[config.mk]
export PLATFORM = sky130hd
export DESIGN_NAME = lcd_timing_gen
export DESIGN_NICKNAME = d
export VERILOG_FILES = /design/src/rtl/lcd_timing_gen.sv
export SDC_FILE = /design/constraint.sdc
export NUM_CORES = 1
export LEC_CHECK = 0
export ABC_CLOCK_PERIOD_IN_PS = 3000
export CAP_MARGIN = 10
export CORE_MARGIN = 2
export CORE_UTILIZATION = 25
export DETAILED_ROUTE_END_ITERATION = 7
export PLACE_DENSITY = 0.45
export SLEW_MARGIN = 0
export SYNTH_ARGS = -nofsm -noshare
export SYNTH_HDL_FRONTEND = slang
export SYNTH_SLANG_ARGS = --single-unit
[constraint.sdc]
create_clock -name clk -period 3 [get_ports clk]
set_input_delay 0.3 -clock clk [delete_from_list [all_inputs] [get_ports clk]]
set_output_delay 0.3 -clock clk [all_outputs]
set_load 0.02 [all_outputs]
[src/rtl/lcd_timing_gen.sv]
// lcd_timing_gen: raster timing generator for a 480x272 RGB LCD panel.
//
// Two free-running 12-bit counters walk the frame. On each axis the regions
// come in the order sync, back porch, active, front porch. Outside its
// active region each axis coordinate reads 12'hFFF, so the renderer blanks
// without needing any extra qualifier.
//
// Ports:
//   clk        in   1   pixel clock (single clock domain)
//   rst        in   1   asynchronous reset, active-high
//   x_pos      out  12  active column 0..H_DISP-1, 12'hFFF elsewhere
//   y_pos      out  12  active row 0..V_DISP-1, 12'hFFF elsewhere
//   lcd_hs     out  1   horizontal sync, delayed PIPE_DLY clocks
//   lcd_vs     out  1   vertical sync, delayed PIPE_DLY clocks
//   lcd_de     out  1   data enable, delayed PIPE_DLY clocks
//   frame_tick out  1   one-clock pulse at the start of vertical front porch
module lcd_timing_gen #(
   parameter int H_SYNC   = 41,
   parameter int H_BACK   = 2,
   parameter int H_DISP   = 480,
   parameter int H_FRONT  = 2,
   parameter int V_SYNC   = 10,
   parameter int V_BACK   = 2,
   parameter int V_DISP   = 272,
   parameter int V_FRONT  = 2,
   parameter bit SYNC_POL = 1'b0,
   parameter int PIPE_DLY = 1
) (
   input  logic        clk,
   input  logic        rst,
   output logic [11:0] x_pos,
   output logic [11:0] y_pos,
   output logic        lcd_hs,
   output logic        lcd_vs,
   output logic        lcd_de,
   output logic        frame_tick
);

   localparam int H_TOTAL = H_SYNC + H_BACK + H_DISP + H_FRONT;
   localparam int V_TOTAL = V_SYNC + V_BACK + V_DISP + V_FRONT;

   localparam logic [11:0] H_LAST      = 12'(H_TOTAL - 1);
   localparam logic [11:0] V_LAST      = 12'(V_TOTAL - 1);
   localparam logic [11:0] H_SYNC_END  = 12'(H_SYNC);
   localparam logic [11:0] V_SYNC_END  = 12'(V_SYNC);
   localparam logic [11:0] H_ACT_START = 12'(H_SYNC + H_BACK);
   localparam logic [11:0] H_ACT_END   = 12'(H_SYNC + H_BACK + H_DISP - 1);
   localparam logic [11:0] V_ACT_START = 12'(V_SYNC + V_BACK);
   localparam logic [11:0] V_ACT_END   = 12'(V_SYNC + V_BACK + V_DISP - 1);
   localparam logic [11:0] V_FP_START  = 12'(V_SYNC + V_BACK + V_DISP);

   // Counters are 12 bits wide and the delay line needs at least one stage.
   if (H_TOTAL > 4095 || V_TOTAL > 4095) begin : g_bad_total
      $error("lcd_timing_gen: H_TOTAL/V_TOTAL exceed the 12-bit counter range");
   end
   if (PIPE_DLY < 1 || PIPE_DLY > 4) begin : g_bad_dly
      $error("lcd_timing_gen: PIPE_DLY must lie in 1..4");
   end

   logic [11:0] h_cnt;
   logic [11:0] v_cnt;
   logic        h_act;
   logic        v_act;
   logic        hs_raw;
   logic        vs_raw;
   logic        de_raw;

   logic [PIPE_DLY-1:0] hs_pipe;
   logic [PIPE_DLY-1:0] vs_pipe;
   logic [PIPE_DLY-1:0] de_pipe;

   // Free-running raster counters; the line counter steps on the pixel wrap,
   // so the last pixel of the last line rolls both to zero on one edge.
   always_ff @(posedge clk or posedge rst) begin
      if (rst) begin
         h_cnt <= 12'd0;
         v_cnt <= 12'd0;
      end else if (h_cnt == H_LAST) begin
         h_cnt <= 12'd0;
         v_cnt <= (v_cnt == V_LAST) ? 12'd0 : v_cnt + 12'd1;
      end else begin
         h_cnt <= h_cnt + 12'd1;
      end
   end

   always_comb begin
      h_act  = (h_cnt >= H_ACT_START) && (h_cnt <= H_ACT_END);
      v_act  = (v_cnt >= V_ACT_START) && (v_cnt <= V_ACT_END);
      x_pos  = h_act ? (h_cnt - H_ACT_START) : 12'hFFF;
      y_pos  = v_act ? (v_cnt - V_ACT_START) : 12'hFFF;
      hs_raw = (h_cnt < H_SYNC_END) ? SYNC_POL : ~SYNC_POL;
      vs_raw = (v_cnt < V_SYNC_END) ? SYNC_POL : ~SYNC_POL;
      de_raw = h_act && v_act;
   end

   // Delay line aligning the panel strobes with the renderer's registered
   // colour; stage 0 takes the raw value, the last stage drives the pins.
   always_ff @(posedge clk or posedge rst) begin
      if (rst) begin
         hs_pipe <= {PIPE_DLY{~SYNC_POL}};
         vs_pipe <= {PIPE_DLY{~SYNC_POL}};
         de_pipe <= '0;
      end else begin
         hs_pipe[0] <= hs_raw;
         vs_pipe[0] <= vs_raw;
         de_pipe[0] <= de_raw;
         for (int i = 1; i < PIPE_DLY; i++) begin
            hs_pipe[i] <= hs_pipe[i-1];
            vs_pipe[i] <= vs_pipe[i-1];
            de_pipe[i] <= de_pipe[i-1];
         end
      end
   end

   assign lcd_hs = hs_pipe[PIPE_DLY-1];
   assign lcd_vs = vs_pipe[PIPE_DLY-1];
   assign lcd_de = de_pipe[PIPE_DLY-1];

   // Fires the clock after the counters sit at the first front-porch line,
   // pixel 0: game state can advance while nothing is being displayed.
   always_ff @(posedge clk or posedge rst) begin
      if (rst) begin
         frame_tick <= 1'b0;
      end else begin
         frame_tick <= (h_cnt == 12'd0) && (v_cnt == V_FP_START);
      end
   end

endmodule
==> metrics.csv, run 1 <==
stage;metric;value;unit
run_status;run_status;finished clean;
power;total_power;0.000626;W
clock_tree;cts_resized;2;
power;peakVddDrop;0.158;mV
timing;max_freq;0.355;GHz
setup_path;critical_path_required;2.70;ns
timing;hold-worst-slack;0.399;ns
die;io_pins;30;
yosys;ys_types;40;
drt;wl_per_cell;12.9;um
yosys;mappedNetlistArea;0.00187;mm2
yosys;synthesis.area_per_instance;8.38;um2
yosys;ys_seq_area_share;37.6;%
clock_tree;number_of_clock_sinks_seen_by_cts;28;
placement;globalplace.congestion;0.787;
drt;wire_length_on_met3;215;um
clock_tree;cts_setup_buffers;0;
timing;finalMaxSlewViolations;0;
drt;drc;0;
setup_path;critical_path.startpoint_type;flip-flop;
clock_tree;clock_tree_buf_depth;2;
clock_tree;clkTransAtPathRegs;0.10;ns
setup_path;depth_of_the_most_critical_reg_to_reg_path;7;
cells_and_area;ff_latch_area;703;um2
clock_tree;cts_tree;done;
drt;routed_wl;4570;um
global_routing;grt_overflow;0;
timing;slew-limit-headroom;63.8;%
drt;first_pass_iters;4;
global_routing;first_pass_grt_wire_length;7840;um
timing;finClkSkew;0.00647;ns
clock_tree;numCtsBuffers;3;
setup_path;setup_cp_type;reg -> out;
cells_and_area;num-fill-cells;788;
global_routing;grt_start_max_net_pins;29;
yosys;netlist_instances;223;
clock_tree;postCtsHoldBufs;0;
cells_and_area;final_net_count;267;
die;floorplan.core_area;0.00725;mm2
flow_run;maxCapViolations;0;
yosys;synth_top_area_share;34.8;%
clock_tree;clock_latency;0.27;ns
cells_and_area;n_antenna_cell;0;
yosys;syn_nets;234;
die;floorplan.die.width;90.5;um
drt;route.met2.wl;2100;um
die;chip_height;90.5;um
die;num_rows;31;
setup_path;setup.worst_path.end_class;output port;
global_routing;track_usage;11.2;%
drt;maxUsedRoutingLayer;met4;
timing;share_of_the_cycle_needed_by_the_critical_path_after_routing;94.0;%
yosys;yosys_warnings;0;
placement;post_dp_hpwl;3430;um
global_routing;antenna_found_initial;0;
clock_tree;cts-htree-levels;1;
timing;finalSetupViolCount;0;
worst_hold_path;hold_class;in -> async;
yosys;top_cells_by_area_in_the_synthesized_netlist;sky130_fd_sc_hd__dfrtp_1 35%, sky130_fd_sc_hd__nand2_1 7.4%, sky130_fd_sc_hd__xnor2_1 6.1%;
drt;dr_vias;1670;
drt;first_iter_violations;44;
cells_and_area;multi_input_area;0.00107;mm2
setup_path;crit_arrival;2.52;ns
power;power_density;258;mW/mm2
timing;timing.final.hold_violations;0;
cells_and_area;areaGrowthSynthToFinish;29.9;%
placement;portBuffers;29;
die;floorplan.initialDensity;25.8;%
yosys;synth_top_area_cell;sky130_fd_sc_hd__dfrtp_1;
drt;ant_nets;0;
timing;grt_setup_unrepaired;false;
drt;via_per_inst;4.72;
global_routing;first_global_vias;1560;
timing;setup-tns-final;0;ns
yosys;synth-seq-cells;28;
die;dieArea;0.00818;mm2
clock_tree;cts_root_buf;sky130_fd_sc_hd__clkbuf_8;
cells_and_area;drive_gt1_share;10.6;%
drt;route.layer.met1.wl;2230;um
timing;final_period_minus_worst_setup_slack;2.82;ns
timing;max_slew.worst_pin.slew;0.540;ns
power;power.leakage;1.12;nW
setup_path;timing.critical_path.fanout_max;5;
cells in the mapped netlist, drive strengths merged:
master   n
a21oi    4
nor4     2
o31ai    5
nand2   37
o21a     2
nand3   15
o21ai   12
and3     4
inv     10
nor4b    2
a211oi   1
nand4    5
or4      2
nor2    17
ha       9
dfstp    2
a31oi    1
a21o     1
nor3     9
nor2b    4
and2     2
dfrtp   26
o41ai    1
clkbuf   9
nand2b   2
o22ai    1
a31o     1
a21boi   2
xor2    10
or4b     1
xnor2   13
buf      5
or3      3
a211o    1
and4     2
path summary, 6_finish.rpt:
path | startpoint | to | slack (ns)
min in group clk | v_cnt[11]$_DFFE_PP0N_ | v_cnt[11]$_DFFE_PP0N_ | 0.51
worst min-delay path | rst | frame_tick$_DFF_PP0_ | 0.40
max in group asynchronous | rst | lcd_vs$_DFF_PP1_ | 2.29
worst max-delay path | h_cnt[10]$_DFF_PP0_ | x_pos[5] | 0.18
worst max register to register | h_cnt[7]$_DFF_PP0_ | v_cnt[3]$_DFFE_PP0N_ | 0.87
worst min register to register | v_cnt[11]$_DFFE_PP0N_ | v_cnt[11]$_DFFE_PP0N_ | 0.51
placed cells by master (no fill, tap or decap), types with 5 or more instances in the layout:
cell / netlist / layout
sky130_fd_sc_hd__buf_4: 2 / 13
sky130_fd_sc_hd__clkdlybuf4s50_1: 0 / 11
sky130_fd_sc_hd__dfrtp_1: 26 / 26
sky130_fd_sc_hd__dlymetal6s2s_1: 0 / 18
sky130_fd_sc_hd__ha_1: 9 / 9
sky130_fd_sc_hd__inv_1: 10 / 10
sky130_fd_sc_hd__nand2_1: 37 / 37
sky130_fd_sc_hd__nand3_1: 15 / 15
sky130_fd_sc_hd__nand4_1: 5 / 5
sky130_fd_sc_hd__nor2_1: 17 / 16
sky130_fd_sc_hd__nor3_1: 9 / 8
sky130_fd_sc_hd__o21ai_0: 12 / 12
sky130_fd_sc_hd__o31ai_1: 5 / 5
sky130_fd_sc_hd__xnor2_1: 13 / 13
sky130_fd_sc_hd__xor2_1: 10 / 10
cell families (layout without fill, tap and decap cells):
family | count (synthesis) | in the layout | synth area share (%)
compound gates | 32 | 32 | 11.0
xor+xnor | 23 | 23 | 10.8
fa+ha+maj | 9 | 9 | 6.02
buf+inv | 24 | 56 | 5.76
flops | 28 | 28 | 37.6
simple gates | 107 | 107 | 28.8
through the flow:
stage / worst slack [ns] / util [%] / instance area (um2) / std cells
after CTS: 0.00843 / 32.7 / 2370 / 354
after floorplan: 0.793 / - / 1870 / 223
after global routing: 0.0424 / 33.5 / 2430 / 354
after detailed placement: 0.232 / 31.9 / 2310 / 350
after global placement: 0.279 / 31.9 / 2310 / 350
final: 0.181 / 33.5 / 2430 / 354
per-layer routing:
| layer | track usage (%) | vias to the layer above |
|---|---|---|
| met5 | 0 | - |
| met2 | 18.4 | 47 |
| met1 | 15.9 | 798 |
| li1 | - | 823 |
| met4 | 1.54 | 0 |
| met3 | 1.84 | 2 |
worst max-delay path: stages, from the launching register on:
cell and delay [ns]:
sky130_fd_sc_hd__dfrtp_1 0.45, sky130_fd_sc_hd__or4_4 0.54, sky130_fd_sc_hd__nor2_2 0.18, sky130_fd_sc_hd__a21o_1 0.18, sky130_fd_sc_hd__a21boi_4 0.23, sky130_fd_sc_hd__o21ai_0 0.13
sky130_fd_sc_hd__clkdlybuf4s50_1 0.55
flip-flops by register name (all words and copies together), names as in the netlist:
signal      cells
lcd_hs          1
frame_tick      1
lcd_de          1
h_cnt          12
v_cnt          12
lcd_vs          1
power by group:
| part | leakage (nW) | switching [W] | total (W) | internal (W) |
|---|---|---|---|---|
| logic | 0.726 | 0.00000797 | 0.0000101 | 0.00000208 |
| clock network | 0.0288 | 0.000121 | 0.000238 | 0.000117 |
| registers | 0.370 | 0 | 0.000377 | 0.000377 |
| total | 1.12 | 0.000129 | 0.000626 | 0.000497 |
final cells by class:
class	count	share of cell area, %
multi-input combinational	171	44.3
tap	99	5.10
inverter	10	1.55
timing repair buffer	42	17.8
clock buffer	4	2.27
sequential	28	29.0
No activity file was read; power rests on OpenSTA's default activity.
==> run 2, diff against run 1 <==
--- a/config.mk
+++ b/config.mk
@@ -5,7 +5,7 @@
 export SDC_FILE = /design/constraint.sdc
 export NUM_CORES = 1
 export LEC_CHECK = 0
-export ABC_CLOCK_PERIOD_IN_PS = 3000
+export ABC_CLOCK_PERIOD_IN_PS = 2800
 export CAP_MARGIN = 10
 export CORE_MARGIN = 2
 export CORE_UTILIZATION = 25
==> constraint.sdc (replaced) <==
create_clock -name clk -period 2.8 [get_ports clk]
set_input_delay 0.28 -clock clk [delete_from_list [all_inputs] [get_ports clk]]
set_output_delay 0.28 -clock clk [all_outputs]
set_load 0.02 [all_outputs]
==> run 2 against run 1 <==
  * Core utilization is 0.19 points lower
  * Flip-flop and latch count stayed put
  * Clock skew hardly changed
  * Sequential power is 7.2% higher
  * Cell area is 0.57% lower
  * Routed wire length is 3.4% higher
  * Clock power is 5% higher
  * Global-route usage is 0.90 points higher
  * Hold slack worse by 0.028 ns
  * Worst setup slack worse by 0.14 ns
  * Combinational power is 4% higher
  * Non-clock buffer count is 9 higher
==> metrics.csv, run 2 (synthesized netlist as in run 1, its figures left out) <==
stage;metric;value;unit
die;num_rows;31;
clock_tree;postCtsHoldBufs;0;
power;power.leakage;1.11;nW
cells_and_area;final_net_count;276;
clock_tree;number_of_clock_sinks_seen_by_cts;28;
global_routing;grt_overflow;0;
setup_path;critical_path_required;2.52;ns
placement;globalplace.congestion;0.789;
cells_and_area;areaGrowthSynthToFinish;29.1;%
timing;slew-limit-headroom;65.5;%
worst_hold_path;hold_class;in -> async;
clock_tree;clock_tree_buf_depth;2;
timing;layout_setup_ws;0.0379;ns
global_routing;first_pass_grt_wire_length;8190;um
setup_path;depth_of_the_most_critical_reg_to_reg_path;8;
setup_path;timing.critical_path.slowest_stage_cell;sky130_fd_sc_hd__or4_4;
setup_path;critical_path.top_delay_family;simple AND/OR/NAND/NOR gates;
timing;final_period_minus_worst_setup_slack;2.76;ns
global_routing;track_usage;12.1;%
timing;share_of_the_cycle_needed_by_the_critical_path_after_routing;98.6;%
placement;post_dp_hpwl;3530;um
setup_path;setup_cp_type;reg -> out;
run_status;run_status;finished clean;
setup_path;worst_r2r_endpoint;v_cnt[11]$_DFFE_PP0N_;
setup_path;ff2ff_setup_slack;0.84;ns
drt;dr_vias;1638;
clock_tree;cts_setup_buffers;0;
setup_path;cp.buffers_inverters;1;
clock_tree;clkTransAtPathRegs;0.10;ns
flow_run;maxCapViolations;0;
clock_tree;cts_tree;done;
die;io_pins;30;
setup_path;critical_path.max_stage_delay;0.57;ns
clock_tree;cts-htree-levels;1;
global_routing;antenna_found_initial;0;
drt;routed_wl;4730;um
timing;hold-worst-slack;0.371;ns
timing;grt_setup_unrepaired;true;
timing;max_slew.worst_pin.slew;0.514;ns
timing;max_freq;0.362;GHz
die;floorplan.core_area;0.00725;mm2
setup_path;crit_arrival;2.48;ns
power;peakVddDrop;0.156;mV
setup_path;crit_chain;or4_4 -> nor2_1 -> a21o_1 -> a21boi_2 -> o31ai_1 -> clkdlybuf4s50_1;
clock_tree;numCtsBuffers;3;
placement;pre_cts_slack;0.179;ns
die;chip_height;90.5;um
placement;portBuffers;29;
setup_path;timing.critical_path.fanout_max;5;
cells_and_area;n_antenna_cell;0;
timing;timing.final.hold_violations;0;
die;floorplan.initialDensity;25.8;%
cells_and_area;final_util;33.3;%
die;dieArea;0.00818;mm2
clock_tree;cts_root_buf;sky130_fd_sc_hd__clkbuf_8;
setup_path;r2r-start;h_cnt[0]$_DFF_PP0_;
power;power_density;275;mW/mm2
cells_and_area;top_regs;h_cnt: 12 flops, v_cnt: 12 flops;
cells_and_area;drive_gt1_share;12.9;%
drt;first_iter_violations;46;
timing;finalMaxSlewViolations;0;
global_routing;grt_start_max_net_pins;29;
timing;finalSetupViolCount;0;
drt;wl_per_cell;13.0;um
global_routing;first_global_vias;1658;
setup_path;critical_path.startpoint_type;flip-flop;
cells_and_area;layout_commonest_cell;sky130_fd_sc_hd__nand2_1;
drt;ant_nets;0;
drt;drc;0;
drt;via_per_inst;4.51;
die;floorplan.die.width;90.5;um
clock_tree;clock_latency;0.27;ns
setup_path;setup.worst_path.end_class;output port;
cells_and_area;most-common-layout-cells;37 x sky130_fd_sc_hd__nand2_1, 26 x sky130_fd_sc_hd__dfrtp_1, 22 x sky130_fd_sc_hd__buf_4;
clock_tree;cts_resized;20;
timing;finClkSkew;0.00606;ns
drt;first_pass_iters;4;
cells_and_area;num-fill-cells;809;
## run 2: final cells by class
type | count | area [um2] | area share, %
multi-input cells | 171 | 1060 | 43.9
flip-flops and latches | 28 | 703 | 29.1
repair buffers | 51 | 434 | 18.0
well taps | 99 | 124 | 5.13
clock buffers | 4 | 55.1 | 2.28
inverters | 10 | 37.5 | 1.56
## run 2: worst max-delay path by stage
stage / start / end / slack, ns / cells after the start
after detailed placement: h_cnt[5]$_DFF_PP0_ / x_pos[1] / 0.18 / 7
final: h_cnt[5]$_DFF_PP0_ / x_pos[9] / 0.04 / 6
after global placement: h_cnt[5]$_DFF_PP0_ / x_pos[0] / 0.17 / 7
after CTS: h_cnt[5]$_DFF_PP0_ / x_pos[9] / 0.006 / 6
after floorplan: h_cnt[5]$_DFF_PP0_ / x_pos[5] / 0.61 / 7
after global routing: h_cnt[5]$_DFF_PP0_ / x_pos[9] / -0.09 / 6
## run 2: tightest hold or removal path, stage by stage
cell and delay, ns:
sky130_fd_sc_hd__clkdlybuf4s50_1 0.39, sky130_fd_sc_hd__inv_1 0.05, sky130_fd_sc_hd__buf_4 0.34
## run 2: stage by stage
step	power (W)	instances	TNS, ns	cell area (um2)
after floorplan	0.000418	223	0	1870
after global placement	0.000424	359	0	2380
after detailed placement	0.000424	359	0	2380
after CTS	0.000688	363	0	2410
after global routing	0.000707	363	-0.236	2410
final	0.000664	363	0	2410
## run 2: layer usage
| metal | wire length (um) | GRT usage, % | part of all wire (%) | vias to the layer above |
|---|---|---|---|---|
| li1 | - | - | - | 843 |
| met1 | 2310 | 16.0 | 49 | 764 |
| met2 | 2230 | 20.3 | 47 | 29 |
| met3 | 149 | 1.84 | 3.2 | 2 |
| met4 | 33 | 3.85 | 0.70 | 0 |
| met5 | 0 | 0 | 0 | - |
## run 2: where the power goes
group	switching, W	leakage [nW]	total [W]	internal, W
Sequential	0	0.370	0.000404	0.000404
Combinational	0.00000825	0.708	0.0000105	0.00000223
Clock	0.000123	0.0288	0.000249	0.000126
Total	0.000132	1.11	0.000664	0.000532
==> run 3, diff against run 2 <==
--- a/config.mk
+++ b/config.mk
@@ -10,7 +10,7 @@
 export CORE_MARGIN = 2
 export CORE_UTILIZATION = 25
 export DETAILED_ROUTE_END_ITERATION = 7
-export PLACE_DENSITY = 0.45
+export DONT_BUFFER_PORTS = 1
 export SLEW_MARGIN = 0
 export SYNTH_ARGS = -nofsm -noshare
 export SYNTH_HDL_FRONTEND = slang
==> run 3 against run 2 <==
  * Clock power is 32% higher
  * Global-route usage is 1.1 points lower
  * Worst setup slack better by 0.13 ns
  * Routed wire length is 9.5% lower
  * Critical endpoint is now x_pos[0]
  * Fmax is 4.8% higher
==> metrics.csv, run 3 (synthesized netlist as in run 1, its figures left out) <==
stage;metric;value;unit
drt;dr_vias;1523;
timing;finalSetupViolCount;0;
worst_hold_path;hold_class;in -> async;
placement;globalplace.congestion;0.855;
die;floorplan.die.width;90.5;um
global_routing;first_pass_grt_wire_length;7500;um
power;p_switching;0.000147;W
flow_run;maxCapViolations;0;
power;net_sw_share;19.6;%
die;num_rows;31;
clock_tree;clkTransAtPathRegs;0.11;ns
power;power.sequential.fraction;54.1;%
drt;ant_nets;0;
die;floorplan.core_area;0.00725;mm2
cells_and_area;layout_commonest_cell;sky130_fd_sc_hd__nand2_1;
drt;via_per_inst;4.79;
setup_path;setup_cp_type;reg -> out;
cells_and_area;areaGrowthSynthToFinish;10.8;%
timing;max_freq;0.379;GHz
global_routing;met3_usage;2.67;%
setup_path;critical_path.startpoint_type;flip-flop;
timing;hold-worst-slack;0.459;ns
die;floorplan.initialDensity;25.8;%
power;peakVddDrop;0.199;mV
die;io_pins;30;
timing;max_slew.worst_pin.slew;0.804;ns
placement;portBuffers;0;
setup_path;timing.critical_path.slowest_stage_cell;sky130_fd_sc_hd__o21ai_0;
cells_and_area;top_regs;h_cnt: 12 flops, v_cnt: 12 flops;
clock_tree;clock_latency;0.29;ns
cells_and_area;most-common-layout-cells;37 x sky130_fd_sc_hd__nand2_1, 26 x sky130_fd_sc_hd__dfrtp_1, 17 x sky130_fd_sc_hd__nor2_1;
run_status;run_status;finished clean;
placement;post-place-cells;312;
setup_path;crit_arrival;2.36;ns
cells_and_area;num-fill-cells;797;
setup_path;timing.critical_path.fanout_max;10;
setup_path;crit_chain;ha_1 -> o21a_1 -> o21ai_0 -> a21boi_4 -> buf_4 -> nand2_1;
global_routing;grt_start_max_net_pins;29;
global_routing;grt_overflow;0;
drt;wl_per_cell;13.5;um
cells_and_area;final_net_count;231;
timing;timing.final.hold_violations;0;
global_routing;track_usage;11.1;%
clock_tree;number_of_clock_sinks_seen_by_cts;28;
global_routing;met2_usage;17.0;%
timing;final_period_minus_worst_setup_slack;2.64;ns
clock_tree;numCtsBuffers;3;
clock_tree;cts_tree;done;
clock_tree;cts_root_buf;sky130_fd_sc_hd__clkbuf_8;
cells_and_area;stdcell_count;318;
power;power.leakage;0.917;nW
global_routing;first_global_vias;1505;
global_routing;grt_most_used_layer;met2;
timing;finalMaxSlewViolations;0;
global_routing;antenna_found_initial;0;
cells_and_area;drive_gt1_share;7.76;%
timing;slew-limit-headroom;45.9;%
timing;finClkSkew;0.0144;ns
power;power_density;361;mW/mm2
timing;share_of_the_cycle_needed_by_the_critical_path_after_routing;94.2;%
timing;grt_setup_unrepaired;false;
power;p_int;0.000601;W
setup_path;critical_path_required;2.52;ns
drt;drc;0;
drt;first_iter_violations;51;
global_routing;grt_util_met1;15.5;%
clock_tree;cts-htree-levels;1;
power;combinationalPowerShare;1.9;%
timing;setup-tns-final;0;ns
die;chip_height;90.5;um
cells_and_area;n_antenna_cell;0;
clock_tree;cts_setup_buffers;0;
setup_path;critical_path.max_stage_delay;0.54;ns
die;dieArea;0.00818;mm2
clock_tree;clock_tree_buf_depth;2;
setup_path;setup.worst_path.end_class;output port;
placement;post_dp_hpwl;3150;um
power;pwr-share-clk;44.0;%
drt;first_pass_iters;4;
drt;routed_wl;4280;um
-- run 3: cell types whose count changed in the layout (fill, tap and decap cells not counted), sizes merged --
cell	previous run	this run
dlygate4sd2	19	0
clkbuf	4	3
clkdlybuf4s50	9	0
bufinv	0	1
dlymetal6s2s	1	0
buf	22	5
dlygate4sd3	0	1
-- run 3: area by class of cell --
class	instances	area (um2)	share of cell area [%]
inverter	10	37.5	1.81
sequential	28	703	34.0
clock inverter	1	30.0	1.45
multi-input combinational	171	1070	51.5
tap	99	124	5.98
clock buffer	3	41.3	1.99
timing repair buffer	6	67.6	3.26
-- run 3: metrics by stage --
| stage | setup WS [ns] | area (um2) | utilization, % | power, W |
|---|---|---|---|---|
| 2_1_floorplan | 0.613 | 1870 | - | 0.000418 |
| 3_3_place_gp | 0.418 | 1950 | 26.9 | 0.000421 |
| 4_1_cts | 0.0402 | 2020 | 27.9 | 0.000751 |
| 5_1_grt | 0.0131 | 2070 | 28.5 | 0.000780 |
| 3_5_place_dp | 0.388 | 1950 | 26.9 | 0.000421 |
| 6_report | 0.164 | 2070 | 28.5 | 0.000747 |
-- run 3: per-layer routing --
metal / wire (um) / vias to the layer above
li1: - / 754
met1: 2120 / 721
met2: 1850 / 42
met3: 260 / 6
met4: 52 / 0
met5: 0 / -
-- run 3: final timing paths --
kind	start	to	slack (ns)	depth (start not counted)
hold reg to reg	v_cnt[11]$_DFFE_PP0N_	v_cnt[11]$_DFFE_PP0N_	0.50	1
hold / removal	rst	v_cnt[11]$_DFFE_PP0N_	0.46	2
max in group asynchronous	rst	lcd_hs$_DFF_PP1_	1.82	3
setup reg to reg	h_cnt[0]$_DFF_PP0_	lcd_de$_DFF_PP0_	0.67	6
min in group clk	v_cnt[11]$_DFFE_PP0N_	v_cnt[11]$_DFFE_PP0N_	0.50	1
setup / recovery	h_cnt[0]$_DFF_PP0_	x_pos[0]	0.16	6
-- run 3: power groups by stage --
stage / clock (W) / sequential (W) / combinational (W)
after floorplan: 0 / 0.000412 / 0.00000597
after global placement: 0 / 0.000412 / 0.00000888
after detailed placement: 0 / 0.000412 / 0.00000881
after CTS: 0.000338 / 0.000404 / 0.00000889
after global routing: 0.000360 / 0.000404 / 0.0000161
final: 0.000329 / 0.000404 / 0.0000140
-- run 3: critical path: cells and delay by family, from the launching register on --
kind	cells	cell delay, ns
compound gates	3	0.95
simple gates	1	0.18
buf+inv	1	0.19
fa+ha+maj	1	0.28
flops	1	0.47
-- run 3: what timing repair did --
| action | 4_1_cts | 5_1_grt |
|---|---|---|
| hold endpoints to repair | 0 | 8 |
| setup endpoints to repair | 0 | 15 |
| resized for setup | 0 | 3 |
| hold buffers | 0 | 1 |
